--- config.mk ---
export PLATFORM = sky130hd
export DESIGN_NAME = mmio_fifo_responder_flat
export DESIGN_NICKNAME = d
export VERILOG_FILES = /design/src/rtl/mmio_fifo_responder_pkg.sv /design/src/rtl/mmio_fifo_responder_if.sv /design/src/rtl/mmio_fifo_responder_sync_fifo.sv /design/src/rtl/mmio_fifo_responder.sv /design/src/flat_wrapper.sv
export SDC_FILE = /design/constraint.sdc
export NUM_CORES = 1
export LEC_CHECK = 0
export CORE_MARGIN = 2
export CORE_UTILIZATION = 45
export DETAILED_ROUTE_END_ITERATION = 12
export GPL_ROUTABILITY_DRIVEN = 0
export PLACE_DENSITY = 0.72
export SLEW_MARGIN = 20
export SYNTH_ARGS = -nofsm -noshare
export SYNTH_HDL_FRONTEND = slang
export SYNTH_SLANG_ARGS = --single-unit
export TNS_END_PERCENT = 50
--- constraint.sdc ---
create_clock -name iCLK -period 4.5 [get_ports iCLK]
set_input_delay 0.675 -clock iCLK [delete_from_list [all_inputs] [get_ports iCLK]]
set_output_delay 0.675 -clock iCLK [all_outputs]
set_load 0.02 [all_outputs]
--- src/rtl/mmio_fifo_responder_pkg.sv ---
// Shared definitions for the MMIO byte-stream responder: register selectors,
// STAT bit positions, CTRL bits and the size of the decoded address window.
package mmio_fifo_responder_pkg;

  // Register selected by address bits [3:2] inside the window.
  typedef enum logic [1:0] {
    REG_DATA = 2'd0,
    REG_STAT = 2'd1,
    REG_CTRL = 2'd2,
    REG_RSVD = 2'd3
  } reg_sel_e;

  // Bytes decoded by the block, starting at BASE_ADDR.
  localparam logic [31:0] WINDOW_BYTES = 32'd16;

  // DATA read: bit 31 flags that the returned RX byte is real.
  localparam int DATA_VALID_BIT = 31;

  // STAT layout.
  localparam int STAT_RX_EMPTY   = 0;
  localparam int STAT_RX_FULL    = 1;
  localparam int STAT_TX_EMPTY   = 2;
  localparam int STAT_TX_FULL    = 3;
  localparam int STAT_RX_OVF     = 4;
  localparam int STAT_TX_OVF     = 5;
  localparam int STAT_RX_CNT_LSB = 8;
  localparam int STAT_TX_CNT_LSB = 16;

  // CTRL write bits (byte lane 0).
  localparam int CTRL_CLR_OVF = 0;
  localparam int CTRL_FLUSH   = 1;

endpackage

--- src/rtl/mmio_fifo_responder_if.sv ---
// Bus and device-stream signals of the MMIO FIFO responder. The responder
// uses the slave view; whoever drives the bus and the devices uses master.
interface mmio_fifo_responder_if #(
  parameter int DATA_W = 8
);
  logic              iReadEnable;
  logic              iWriteEnable;
  logic [3:0]        iByteEnable;
  logic [31:0]       iAddress;
  logic [31:0]       iWriteData;
  logic [31:0]       oReadData;
  logic              oHit;
  logic [DATA_W-1:0] oTxData;
  logic              oTxValid;
  logic              iTxReady;
  logic [DATA_W-1:0] iRxData;
  logic              iRxValid;
  logic              oRxReady;

  modport slave (
    input  iReadEnable, iWriteEnable, iByteEnable, iAddress, iWriteData,
    output oReadData, oHit,
    output oTxData, oTxValid,
    input  iTxReady,
    input  iRxData, iRxValid,
    output oRxReady
  );

  modport master (
    output iReadEnable, iWriteEnable, iByteEnable, iAddress, iWriteData,
    input  oReadData, oHit,
    input  oTxData, oTxValid,
    output iTxReady,
    output iRxData, iRxValid,
    input  oRxReady
  );
endinterface

--- src/rtl/mmio_fifo_responder_sync_fifo.sv ---
// Single-clock FIFO with a combinationally readable head. Push is ignored
// while full, pop is ignored while empty, and flush overrides both.
module mmio_fifo_responder_sync_fifo #(
  parameter int DATA_W = 8,
  parameter int DEPTH  = 16
) (
  input  logic                     clk,
  input  logic                     srst,
  input  logic                     push,
  input  logic [DATA_W-1:0]        push_data,
  input  logic                     pop,
  input  logic                     flush,
  output logic                     full,
  output logic                     empty,
  output logic [$clog2(DEPTH):0]   count,
  output logic [DATA_W-1:0]        head
);
  localparam int AW = $clog2(DEPTH);
  localparam int CW = AW + 1;

  logic [DATA_W-1:0] mem_q [DEPTH];
  logic [AW-1:0]     wr_ptr_q, wr_ptr_d;
  logic [AW-1:0]     rd_ptr_q, rd_ptr_d;
  logic [CW-1:0]     count_q, count_d;
  logic              push_ok, pop_ok, mem_we;

  assign full    = (count_q == CW'(DEPTH));
  assign empty   = (count_q == '0);
  assign count   = count_q;
  assign push_ok = push & ~full;
  assign pop_ok  = pop & ~empty;
  assign mem_we  = push_ok & ~flush;
  // An empty FIFO presents zero rather than a stale entry.
  assign head    = empty ? '0 : mem_q[rd_ptr_q];

  // Pointer and occupancy update; DEPTH is a power of two so pointers wrap naturally.
  always_comb begin
    wr_ptr_d = wr_ptr_q;
    rd_ptr_d = rd_ptr_q;
    count_d  = count_q;
    if (flush) begin
      wr_ptr_d = '0;
      rd_ptr_d = '0;
      count_d  = '0;
    end else begin
      if (push_ok) wr_ptr_d = wr_ptr_q + AW'(1);
      if (pop_ok)  rd_ptr_d = rd_ptr_q + AW'(1);
      count_d = count_q + CW'(push_ok) - CW'(pop_ok);
    end
  end

  // Pointer/count registers with synchronous reset.
  always_ff @(posedge clk) begin
    if (srst) begin
      wr_ptr_q <= '0;
      rd_ptr_q <= '0;
      count_q  <= '0;
    end else begin
      wr_ptr_q <= wr_ptr_d;
      rd_ptr_q <= rd_ptr_d;
      count_q  <= count_d;
    end
  end

  // Storage array; contents are don't-care until written, so no reset.
  always_ff @(posedge clk) begin
    if (mem_we) mem_q[wr_ptr_q] <= push_data;
  end

endmodule

--- src/rtl/mmio_fifo_responder.sv ---
// Memory-mapped byte-stream port: a TX FIFO filled by CPU writes to DATA and
// drained by a device, and an RX FIFO filled by a device and popped by CPU
// reads of DATA. Reads are combinational; pops and pushes commit at the edge.
module mmio_fifo_responder
  import mmio_fifo_responder_pkg::*;
#(
  parameter logic [31:0] BASE_ADDR = 32'hFF20_0100,
  parameter int          DATA_W    = 8,
  parameter int          DEPTH     = 16
) (
  input  logic                 iCLK,
  input  logic                 iRST,
  mmio_fifo_responder_if.slave bus
);
  localparam int CW = $clog2(DEPTH) + 1;

  logic [31:0]       offset;
  logic              hit;
  reg_sel_e          sel;
  logic              tx_push, tx_pop, rx_pop, ctrl_wr, ovf_clr, flush;
  logic              tx_full, tx_empty, rx_full, rx_empty;
  logic [CW-1:0]     tx_count, rx_count;
  logic [DATA_W-1:0] tx_head, rx_head;
  logic              tx_ovf_q, tx_ovf_d, rx_ovf_q, rx_ovf_d;
  logic [31:0]       rdata;
  logic              unused_bits;

  // Unsigned distance from the base: anything below the base wraps to a huge
  // value, so one compare covers both ends of the window.
  assign offset = bus.iAddress - BASE_ADDR;
  assign hit    = (offset < WINDOW_BYTES);
  assign sel    = reg_sel_e'(offset[3:2]);

  assign tx_push = bus.iWriteEnable & hit & (sel == REG_DATA) & bus.iByteEnable[0];
  assign ctrl_wr = bus.iWriteEnable & hit & (sel == REG_CTRL) & bus.iByteEnable[0];
  assign ovf_clr = ctrl_wr & bus.iWriteData[CTRL_CLR_OVF];
  assign flush   = ctrl_wr & bus.iWriteData[CTRL_FLUSH];
  assign rx_pop  = bus.iReadEnable & hit & (sel == REG_DATA);
  assign tx_pop  = ~tx_empty & bus.iTxReady;

  // Only the low DATA_W write bits and byte lane 0 carry meaning.
  assign unused_bits = ^{bus.iWriteData[31:DATA_W], bus.iByteEnable[3:1]};

  mmio_fifo_responder_sync_fifo #(
    .DATA_W (DATA_W),
    .DEPTH  (DEPTH)
  ) u_tx_fifo (
    .clk       (iCLK),
    .srst      (iRST),
    .push      (tx_push),
    .push_data (bus.iWriteData[DATA_W-1:0]),
    .pop       (tx_pop),
    .flush     (flush),
    .full      (tx_full),
    .empty     (tx_empty),
    .count     (tx_count),
    .head      (tx_head)
  );

  mmio_fifo_responder_sync_fifo #(
    .DATA_W (DATA_W),
    .DEPTH  (DEPTH)
  ) u_rx_fifo (
    .clk       (iCLK),
    .srst      (iRST),
    .push      (bus.iRxValid),
    .push_data (bus.iRxData),
    .pop       (rx_pop),
    .flush     (flush),
    .full      (rx_full),
    .empty     (rx_empty),
    .count     (rx_count),
    .head      (rx_head)
  );

  assign bus.oTxData  = tx_head;
  assign bus.oTxValid = ~tx_empty;
  assign bus.oRxReady = ~rx_full;
  assign bus.oHit     = hit;

  // Sticky overflow flags: a new event in the clearing cycle wins over the clear.
  always_comb begin
    tx_ovf_d = (tx_ovf_q & ~ovf_clr) | (tx_push & tx_full);
    rx_ovf_d = (rx_ovf_q & ~ovf_clr) | (bus.iRxValid & rx_full);
  end

  // Overflow flag registers.
  always_ff @(posedge iCLK) begin
    if (iRST) begin
      tx_ovf_q <= 1'b0;
      rx_ovf_q <= 1'b0;
    end else begin
      tx_ovf_q <= tx_ovf_d;
      rx_ovf_q <= rx_ovf_d;
    end
  end

  // Zero-latency read mux; misses and write-only registers read as zero.
  always_comb begin
    rdata = '0;
    if (hit) begin
      case (sel)
        REG_DATA: begin
          rdata[DATA_W-1:0]     = rx_head;
          rdata[DATA_VALID_BIT] = ~rx_empty;
        end
        REG_STAT: begin
          rdata[STAT_RX_EMPTY]           = rx_empty;
          rdata[STAT_RX_FULL]            = rx_full;
          rdata[STAT_TX_EMPTY]           = tx_empty;
          rdata[STAT_TX_FULL]            = tx_full;
          rdata[STAT_RX_OVF]             = rx_ovf_q;
          rdata[STAT_TX_OVF]             = tx_ovf_q;
          rdata[STAT_RX_CNT_LSB +: CW]   = rx_count;
          rdata[STAT_TX_CNT_LSB +: CW]   = tx_count;
        end
        default: rdata = '0;
      endcase
    end
  end

  assign bus.oReadData = rdata;

endmodule

--- src/flat_wrapper.sv ---
// flat-port wrapper written by rule: the top's interface ports become plain ports
module mmio_fifo_responder_flat import mmio_fifo_responder_pkg::*;
#(
  parameter logic [31:0] BASE_ADDR = 32'hFF20_0100,
  parameter int          DATA_W    = 8,
  parameter int          DEPTH     = 16
)
  (iCLK, iRST, bus_iReadEnable, bus_iWriteEnable, bus_iByteEnable, bus_iAddress, bus_iWriteData, bus_oReadData, bus_oHit, bus_oTxData, bus_oTxValid, bus_iTxReady, bus_iRxData, bus_iRxValid, bus_oRxReady);
  mmio_fifo_responder_if #(.DATA_W(DATA_W)) bus_i ();
  input  logic iCLK;
  input  logic iRST;
  input wire logic [$bits(bus_i.iReadEnable)-1:0] bus_iReadEnable;
  input wire logic [$bits(bus_i.iWriteEnable)-1:0] bus_iWriteEnable;
  input wire logic [$bits(bus_i.iByteEnable)-1:0] bus_iByteEnable;
  input wire logic [$bits(bus_i.iAddress)-1:0] bus_iAddress;
  input wire logic [$bits(bus_i.iWriteData)-1:0] bus_iWriteData;
  output wire logic [$bits(bus_i.oReadData)-1:0] bus_oReadData;
  output wire logic [$bits(bus_i.oHit)-1:0] bus_oHit;
  output wire logic [$bits(bus_i.oTxData)-1:0] bus_oTxData;
  output wire logic [$bits(bus_i.oTxValid)-1:0] bus_oTxValid;
  input wire logic [$bits(bus_i.iTxReady)-1:0] bus_iTxReady;
  input wire logic [$bits(bus_i.iRxData)-1:0] bus_iRxData;
  input wire logic [$bits(bus_i.iRxValid)-1:0] bus_iRxValid;
  output wire logic [$bits(bus_i.oRxReady)-1:0] bus_oRxReady;
  assign bus_i.iReadEnable = bus_iReadEnable;
  assign bus_i.iWriteEnable = bus_iWriteEnable;
  assign bus_i.iByteEnable = bus_iByteEnable;
  assign bus_i.iAddress = bus_iAddress;
  assign bus_i.iWriteData = bus_iWriteData;
  assign bus_oReadData = bus_i.oReadData;
  assign bus_oHit = bus_i.oHit;
  assign bus_oTxData = bus_i.oTxData;
  assign bus_oTxValid = bus_i.oTxValid;
  assign bus_i.iTxReady = bus_iTxReady;
  assign bus_i.iRxData = bus_iRxData;
  assign bus_i.iRxValid = bus_iRxValid;
  assign bus_oRxReady = bus_i.oRxReady;
  mmio_fifo_responder #(.BASE_ADDR(BASE_ADDR), .DATA_W(DATA_W), .DEPTH(DEPTH)) u_core (.iCLK(iCLK), .iRST(iRST), .bus(bus_i));
endmodule
# Yosys cells after proc, flatten, opt, wreduce, memory -nomap -nowiden
# Memories as Yosys holds them, arrays and structs flattened. A register that Yosys moved wholly into a read port is not among the register bits.
# Index checks and enable logic that the tools add are counted.
[word_totals]
ff_bits = 28
mem_bits_rw = 256
in_bits = 82
output_inout_bits = 43
wordCells = 72
n_memories = 2
[classes]
add_sub_neg = 9
n_lt_le_gt_ge = 1
n_eq_ne = 4
muxes = 16
bitwise_logic = 28
reduce_logical = 4
[mem_list]
columns = ["memory", "words", "word_bits", "rd", "rd_ports_with_merged_regs", "write_ports", "line_no", "rtl"]
rows = [
  ["u_core.u_rx_fifo.mem_q", 16, 8, 1, 1, 1, "mmio_fifo_responder_sync_fifo.sv:21", "logic [DATA_W-1:0] mem_q [DEPTH];"],
  ["u_core.u_tx_fifo.mem_q", 16, 8, 1, 1, 1, "mmio_fifo_responder_sync_fifo.sv:21", ""],
]
[op_table]
columns = ["op", "n"]
rows = [
  ["< comparator 32 x 5 -> 1 bit, second input constant", 1],
  ["2-to-1 mux 32 bit", 1],
  ["subtractor 32 bit, second input constant", 1],
  ["bitwise AND 1 bit", 20],
  ["adder 4 x 1 -> 4 bit, second input constant", 4],
  ["2-to-1 mux 4 bit", 4],
  ["2-to-1 mux 8 bit", 2],
  ["case mux 6 bit (2 select lines)", 1],
  ["adder 5 x 1 -> 5 bit", 2],
  ["equality test 5 bit, second input constant", 2],
  ["zero test 5 bit", 2],
  ["2-to-1 mux 5 bit", 2],
  ["subtractor 5 x 1 -> 5 bit", 2],
  ["inverter 1 bit", 6],
  ["2-to-1 mux 1 bit", 5],
  ["equality test 2 x 1 -> 1 bit, second input constant", 1],
  ["equality test 2 bit, second input constant", 1],
  ["zero test 2 bit", 1],
  ["2-to-1 mux 2 bit", 1],
  ["bitwise OR 1 bit", 2],
  ["OR reduction 2 bit", 1],
]

# Logic depth before layout (Yosys ltp)
[depth]
ltp_word = 10
depth_mapped = 16
mapped_depth_nobuf = 15

# Hierarchy
# Synthesis repeated with hierarchy kept, for this count alone.
[unflattened]
hier_cells = 726
hier_area_um2 = 12383.1
[by_module_without_submodules]
columns = ["module", "instances", "cells_each", "area_per_inst_um2", "seq_area_each_um2"]
rows = [
  ["mmio_fifo_responder_sync_fifo", 2, 317, 5871.9, 4184.0],
  ["mmio_fifo_responder", 1, 92, 639.4, 40.0],
]

# Worst setup path before layout
# Ideal clock, no wire load.
[synth_timing]
path_kind = "input to register"
start = "input bus_iAddress[11]"
end = "register u_core.u_tx_fifo.count_q[4] (netlist: u_core.u_tx_fifo.count[4])"
setup_time_ns = 0.118
t_arrival_ns = 3.882
t_required_ns = 4.382
path_slack_ns = 0.500
stages = 15
n_path_buf = 1
path_cell_list = "or4_4 nand4bb_4 a211o_1 a211oi_1 nand3_1 clkbuf_1 ha_1 inv_1 ha_1 fa_1 a21oi_1 nor2_1 nor2_1 xnor2_1 nor2_1"
[synth_between]
elab_chain_cells = 8
word_cells_on_any_way = 12
classes_between = "add/sub: 3; order compare: 1; bitwise: 7; reduce/logical: 1"
[synth_rtl]
columns = ["element", "line_no", "rtl"]
rows = [
  ["from (decl)", "flat_wrapper.sv:15", "input wire logic [$bits(bus_i.iAddress)-1:0] bus_iAddress;"],
  ["subtractor 32 bit (*)", "mmio_fifo_responder.sv:30", "assign offset = bus.iAddress - BASE_ADDR;"],
  ["< comparator 32 x 5 -> 1 bit (*)", "mmio_fifo_responder.sv:31", "assign hit = (offset < WINDOW_BYTES);"],
  ["bitwise AND 1 bit (*)", "mmio_fifo_responder.sv:34, mmio_fifo_responder.sv:35", ""],
  ["bitwise AND 1 bit (2 in series)", "mmio_fifo_responder.sv:34", "assign tx_push = bus.iWriteEnable & hit & (sel == REG_DATA) & bus.iByteEnable[0];"],
  ["bitwise AND 1 bit", "mmio_fifo_responder_sync_fifo.sv:30", "assign push_ok = push & ~full;"],
  ["adder 5 x 1 -> 5 bit", "mmio_fifo_responder_sync_fifo.sv:48", "count_d = count_q + CW'(push_ok) - CW'(pop_ok);"],
  ["subtractor 5 x 1 -> 5 bit", "mmio_fifo_responder_sync_fifo.sv:48", ""],
  ["to (signal assigned)", "mmio_fifo_responder_sync_fifo.sv:61", "count_q <= count_d;"],
  ["to (decl)", "mmio_fifo_responder_sync_fifo.sv:24", "logic [CW-1:0] count_q, count_d;"],
]
# Every way passes the cells marked *; elsewhere a longest branch is shown, timed or not.
# A chain may end at the register's enable or synchronous reset.

# Final worst setup path
[layout_timing]
start = "input bus_iAddress[11]"
end = "output bus_oReadData[6]"
[layout_between]
elab_chain_cells = 3
[layout_rtl]
columns = ["element", "line_no", "rtl"]
rows = [
  ["subtractor 32 bit", "mmio_fifo_responder.sv:30", ""],
  ["< comparator 32 x 5 -> 1 bit", "mmio_fifo_responder.sv:31", ""],
  ["2-to-1 mux 32 bit", "mmio_fifo_responder.sv:101", "if (hit) begin"],
  ["to (decl)", "flat_wrapper.sv:17", "output wire logic [$bits(bus_i.oReadData)-1:0] bus_oReadData;"],
]
# No other way between the ends.

==> reports/metrics.cfg <==
[sta]
setup_tns_ns=-0.0299
max_freq_mhz=221
maxSlewHeadroom=0.256
rsz0062_at_grt=yes
worst_slack_ns=-0.0299
finalCritPeriodShare=1.01
skew_ns=0.00877
worst_slew_pin_slew_ns=1.11
hold_violations=0
setup_violations=1
finalMaxSlewViolations=0
min_period_ns=4.53

[critical_path]
rr_worst_depth=15
endpoint=bus_oReadData[6]
r2r_start=u_core.u_rx_fifo.count[2]$_SDFF_PP0_
startpoint=bus_iAddress[11]
cp_max_fo=4
crit_type=in -> out
worst-endpoint-arrival_ns=3.85
worstReg2RegEnd=u_core.u_rx_fifo.count[4]$_SDFF_PP0_
worstPathRequired_ns=3.83
reg2reg_setup_slack_ns=1.27
endpoint_kind=primary output
crit_path_start_kind=input port

[global_routing]
met3_usage=0.0277
grt_use_total=0.174
gr-usage-met2=0.320
grt_util_met1=0.215
grt_overflow=0
grt_pass1_vias=6721
antenna_found_initial=0
top_usage_layer=met2
grt_max_degree=33
grt_first_pass_wirelength_um=38200

[power_and_ir_drop]
switching_share=0.248
pwr-share-clk=0.356
switchingPower_uw=1680
p_leak_uw=0.00509
peakVddDrop_mv=0.449
power_frac_seq=0.458
p_int_uw=5070
pwr-share-comb=0.186
powerDensity_nw_per_um2=454

[clock_network]
worstSkewPairLatency_ns=0.54
cts-root-buf=clkbuf_16
cts_setup_buffers=0
cts_tree=done
cts_max_level=1
cts_made_buffers=30
clock_path_buffers=3
post_cts_resized=1
hold_buffers=0
clock_sinks=292
clkTransAtPathRegs_ns=0.06

[floorplanning]
die_h_um=170
dieArea_um2=28800
coreArea_um2=27000
std_cell_rows=60
die_width_um=170
start_util=0.459
pin_count=125

[place]
hpwl_um=16400
dpl_cell_area_um2=13900
portBuffers=82
place_inst=1163
dpl_worst_slack_ns=-0.0466

[detailed_routing]
drtAntennaViolNets=0
wire_per_inst_um=20.6
wl_um=25100
vias_per_cell=5.56
dr.pass1.iters=6
route.detailed.drc=0
drtIter0Drc=555
via_count=6783

[status]
outcome=finished with violations
violations=setup timing

[finish]
nFillCells=2119
antennaDiodeCount=0
fin_cells=1219
final_area_um2=14900
layout.nets=960
layout-drive-gt1-share=0.230
syn_to_final_growth_pct=20.2

[synth]
synthesis.area_um2=12400
synth_cell_types=61
synth.avg_cell_area_um2=17.0
synth-warning-count=0
async_reset_ff_frac=0
ys_ff_latch=292
synth-edff-count=256
synth_cells=726
seq_area_frac_synth=0.679
synth_ff_type=edfxtp_1

[hold_path]
hp-class=reg -> reg

[job]
cap_violations=0

cells in the final DEF (no fill, tap or decap), types with 11 or more instances in the layout:
cell type	Yosys	final
dlymetal6s2s_1	0	16
nor2b_1	11	11
mux4_2	80	80
a21oi_1	14	14
nand3_1	17	17
conb_1	1	13
dfxtp_1	36	34
clkbuf_16	0	31
inv_1	27	27
nand2_1	26	26
clkdlybuf4s50_1	0	65
ha_1	22	22
nor3_1	25	25
nor2_1	57	57
buf_4	13	49
edfxtp_1	256	256
kinds of logic (layout without fill, tap and decap cells):
family,Yosys count,after routing,synth area share
AOI/OAI and AO/OA,48,48,0.0280
xor gates and xnor gates,15,15,0.0106
adders and majority gates,24,24,0.0255
buffers and inverters,74,214,0.0272
DFF,292,292,0.679
muxes,83,83,0.148
other,1,13,0.000303
and+or+nand+nor,189,189,0.0811
sequential cells by signal, indices dropped and copies added (netlist names), named ones only:
signal                     cells
u_core.u_tx_fifo.mem_q       128
u_core.u_rx_fifo.count         5
u_core.tx_ovf_q                1
u_core.rx_ovf_q                1
u_core.u_rx_fifo.rd_ptr_q      4
u_core.u_tx_fifo.wr_ptr_q      4
u_core.u_rx_fifo.wr_ptr_q      4
u_core.u_tx_fifo.count         5
u_core.u_rx_fifo.mem_q       128
u_core.u_tx_fifo.rd_ptr_q      4
power by group through the flow:
| stage | Clock [uW] | Combinational, uW | Sequential [uW] |
|---|---|---|---|
| floorplan | 0 | 869 | 3130 |
| global placement | 0 | 1240 | 3140 |
| detailed placement | 0 | 1260 | 3150 |
| CTS | 2460 | 1270 | 3090 |
| global route | 2560 | 1380 | 3100 |
| finish | 2400 | 1250 | 3090 |
Yosys cell counts (all sizes together) (2+ instances only):
library cell | count | share of area
edfxtp | 256 | 0.62
mux4 | 80 | 0.15
nor2 | 57 | 0.017
dfxtp | 36 | 0.058
inv | 27 | 0.0082
nand2 | 26 | 0.0079
nor3 | 26 | 0.011
buf | 25 | 0.012
clkbuf | 22 | 0.0067
ha | 22 | 0.022
nand3 | 17 | 0.0069
a21oi | 15 | 0.0064
nor2b | 11 | 0.0056
nand4 | 9 | 0.0045
xnor2 | 9 | 0.0064
nor4b | 8 | 0.0057
o21ai | 7 | 0.0031
xor2 | 6 | 0.0042
and3 | 5 | 0.0025
nor3b | 5 | 0.0030
or4 | 5 | 0.0036
a22oi | 4 | 0.0024
o31ai | 4 | 0.0035
a21o | 3 | 0.0018
nand4b | 3 | 0.0021
nor4 | 3 | 0.0015
or2 | 3 | 0.0015
a31o | 2 | 0.0014
and2 | 2 | 0.0010
fa | 2 | 0.0032
mux2i | 2 | 0.0016
nand2b | 2 | 0.0010
nand3b | 2 | 0.0012
or3 | 2 | 0.0010
worst min-delay path by stage:
stage	end	slack, ns	startpoint	cells after the start
2_1_floorplan	flip-flop	0.46	u_core.u_rx_fifo.rd_ptr_q[3]$_SDFFE_PP0N_	2
3_3_place_gp	u_core.u_rx_fifo.rd_ptr_q[3]$_SDFFE_PP0N_	0.47	u_core.u_rx_fifo.rd_ptr_q[3]$_SDFFE_PP0N_	2
3_5_place_dp	flip-flop	0.48	u_core.u_rx_fifo.rd_ptr_q[3]$_SDFFE_PP0N_	2
4_1_cts	u_core.u_rx_fifo.rd_ptr_q[3]$_SDFFE_PP0N_	0.49	u_core.u_rx_fifo.rd_ptr_q[3]$_SDFFE_PP0N_	2
5_1_grt	u_core.u_rx_fifo.rd_ptr_q[2]$_SDFFE_PP0N_	0.54	u_core.u_rx_fifo.rd_ptr_q[2]$_SDFFE_PP0N_	2
6_report	flip-flop	0.49	u_core.u_rx_fifo.rd_ptr_q[3]$_SDFFE_PP0N_	2
cell type report:
| cell class | instances | area [um2] | area share |
|---|---|---|---|
| Clock buffer | 35 | 791 | 0.0532 |
| Clock inverter | 21 | 183 | 0.0123 |
| Inverter | 27 | 101 | 0.00681 |
| Multi-Input combinational cell | 372 | 3730 | 0.251 |
| Sequential cell | 292 | 8410 | 0.565 |
| Tap cell | 341 | 427 | 0.0287 |
| Timing Repair Buffer | 131 | 1230 | 0.0825 |
layer usage:
metal	vias to the layer above	share of wire	wire length [um]
li1	3109	-	-
met1	3453	0.40	10100
met2	181	0.53	13300
met3	40	0.045	1130
met4	0	0.021	529
met5	-	0	0
critical path, cell delays in order:
cell	delay, ns
clkdlybuf4s50_1	0.42
or4_4	0.57
nand4bb_4	0.26
a211o_1	0.31
a211oi_1	0.21
buf_4	0.16
nand3b_1	0.18
nor3b_1	0.39
clkdlybuf4s50_1	0.68
stage by stage:
stage / utilization / hold WS, ns / power, uW
2_1_floorplan: - / 0.458 / 4000
4_1_cts: 0.550 / 0.491 / 6820
5_1_grt: 0.552 / 0.541 / 7040
3_3_place_gp: 0.514 / 0.473 / 4380
6_report: 0.552 / 0.489 / 6750
3_5_place_dp: 0.514 / 0.484 / 4410
(Power assumes the default switching activity.)
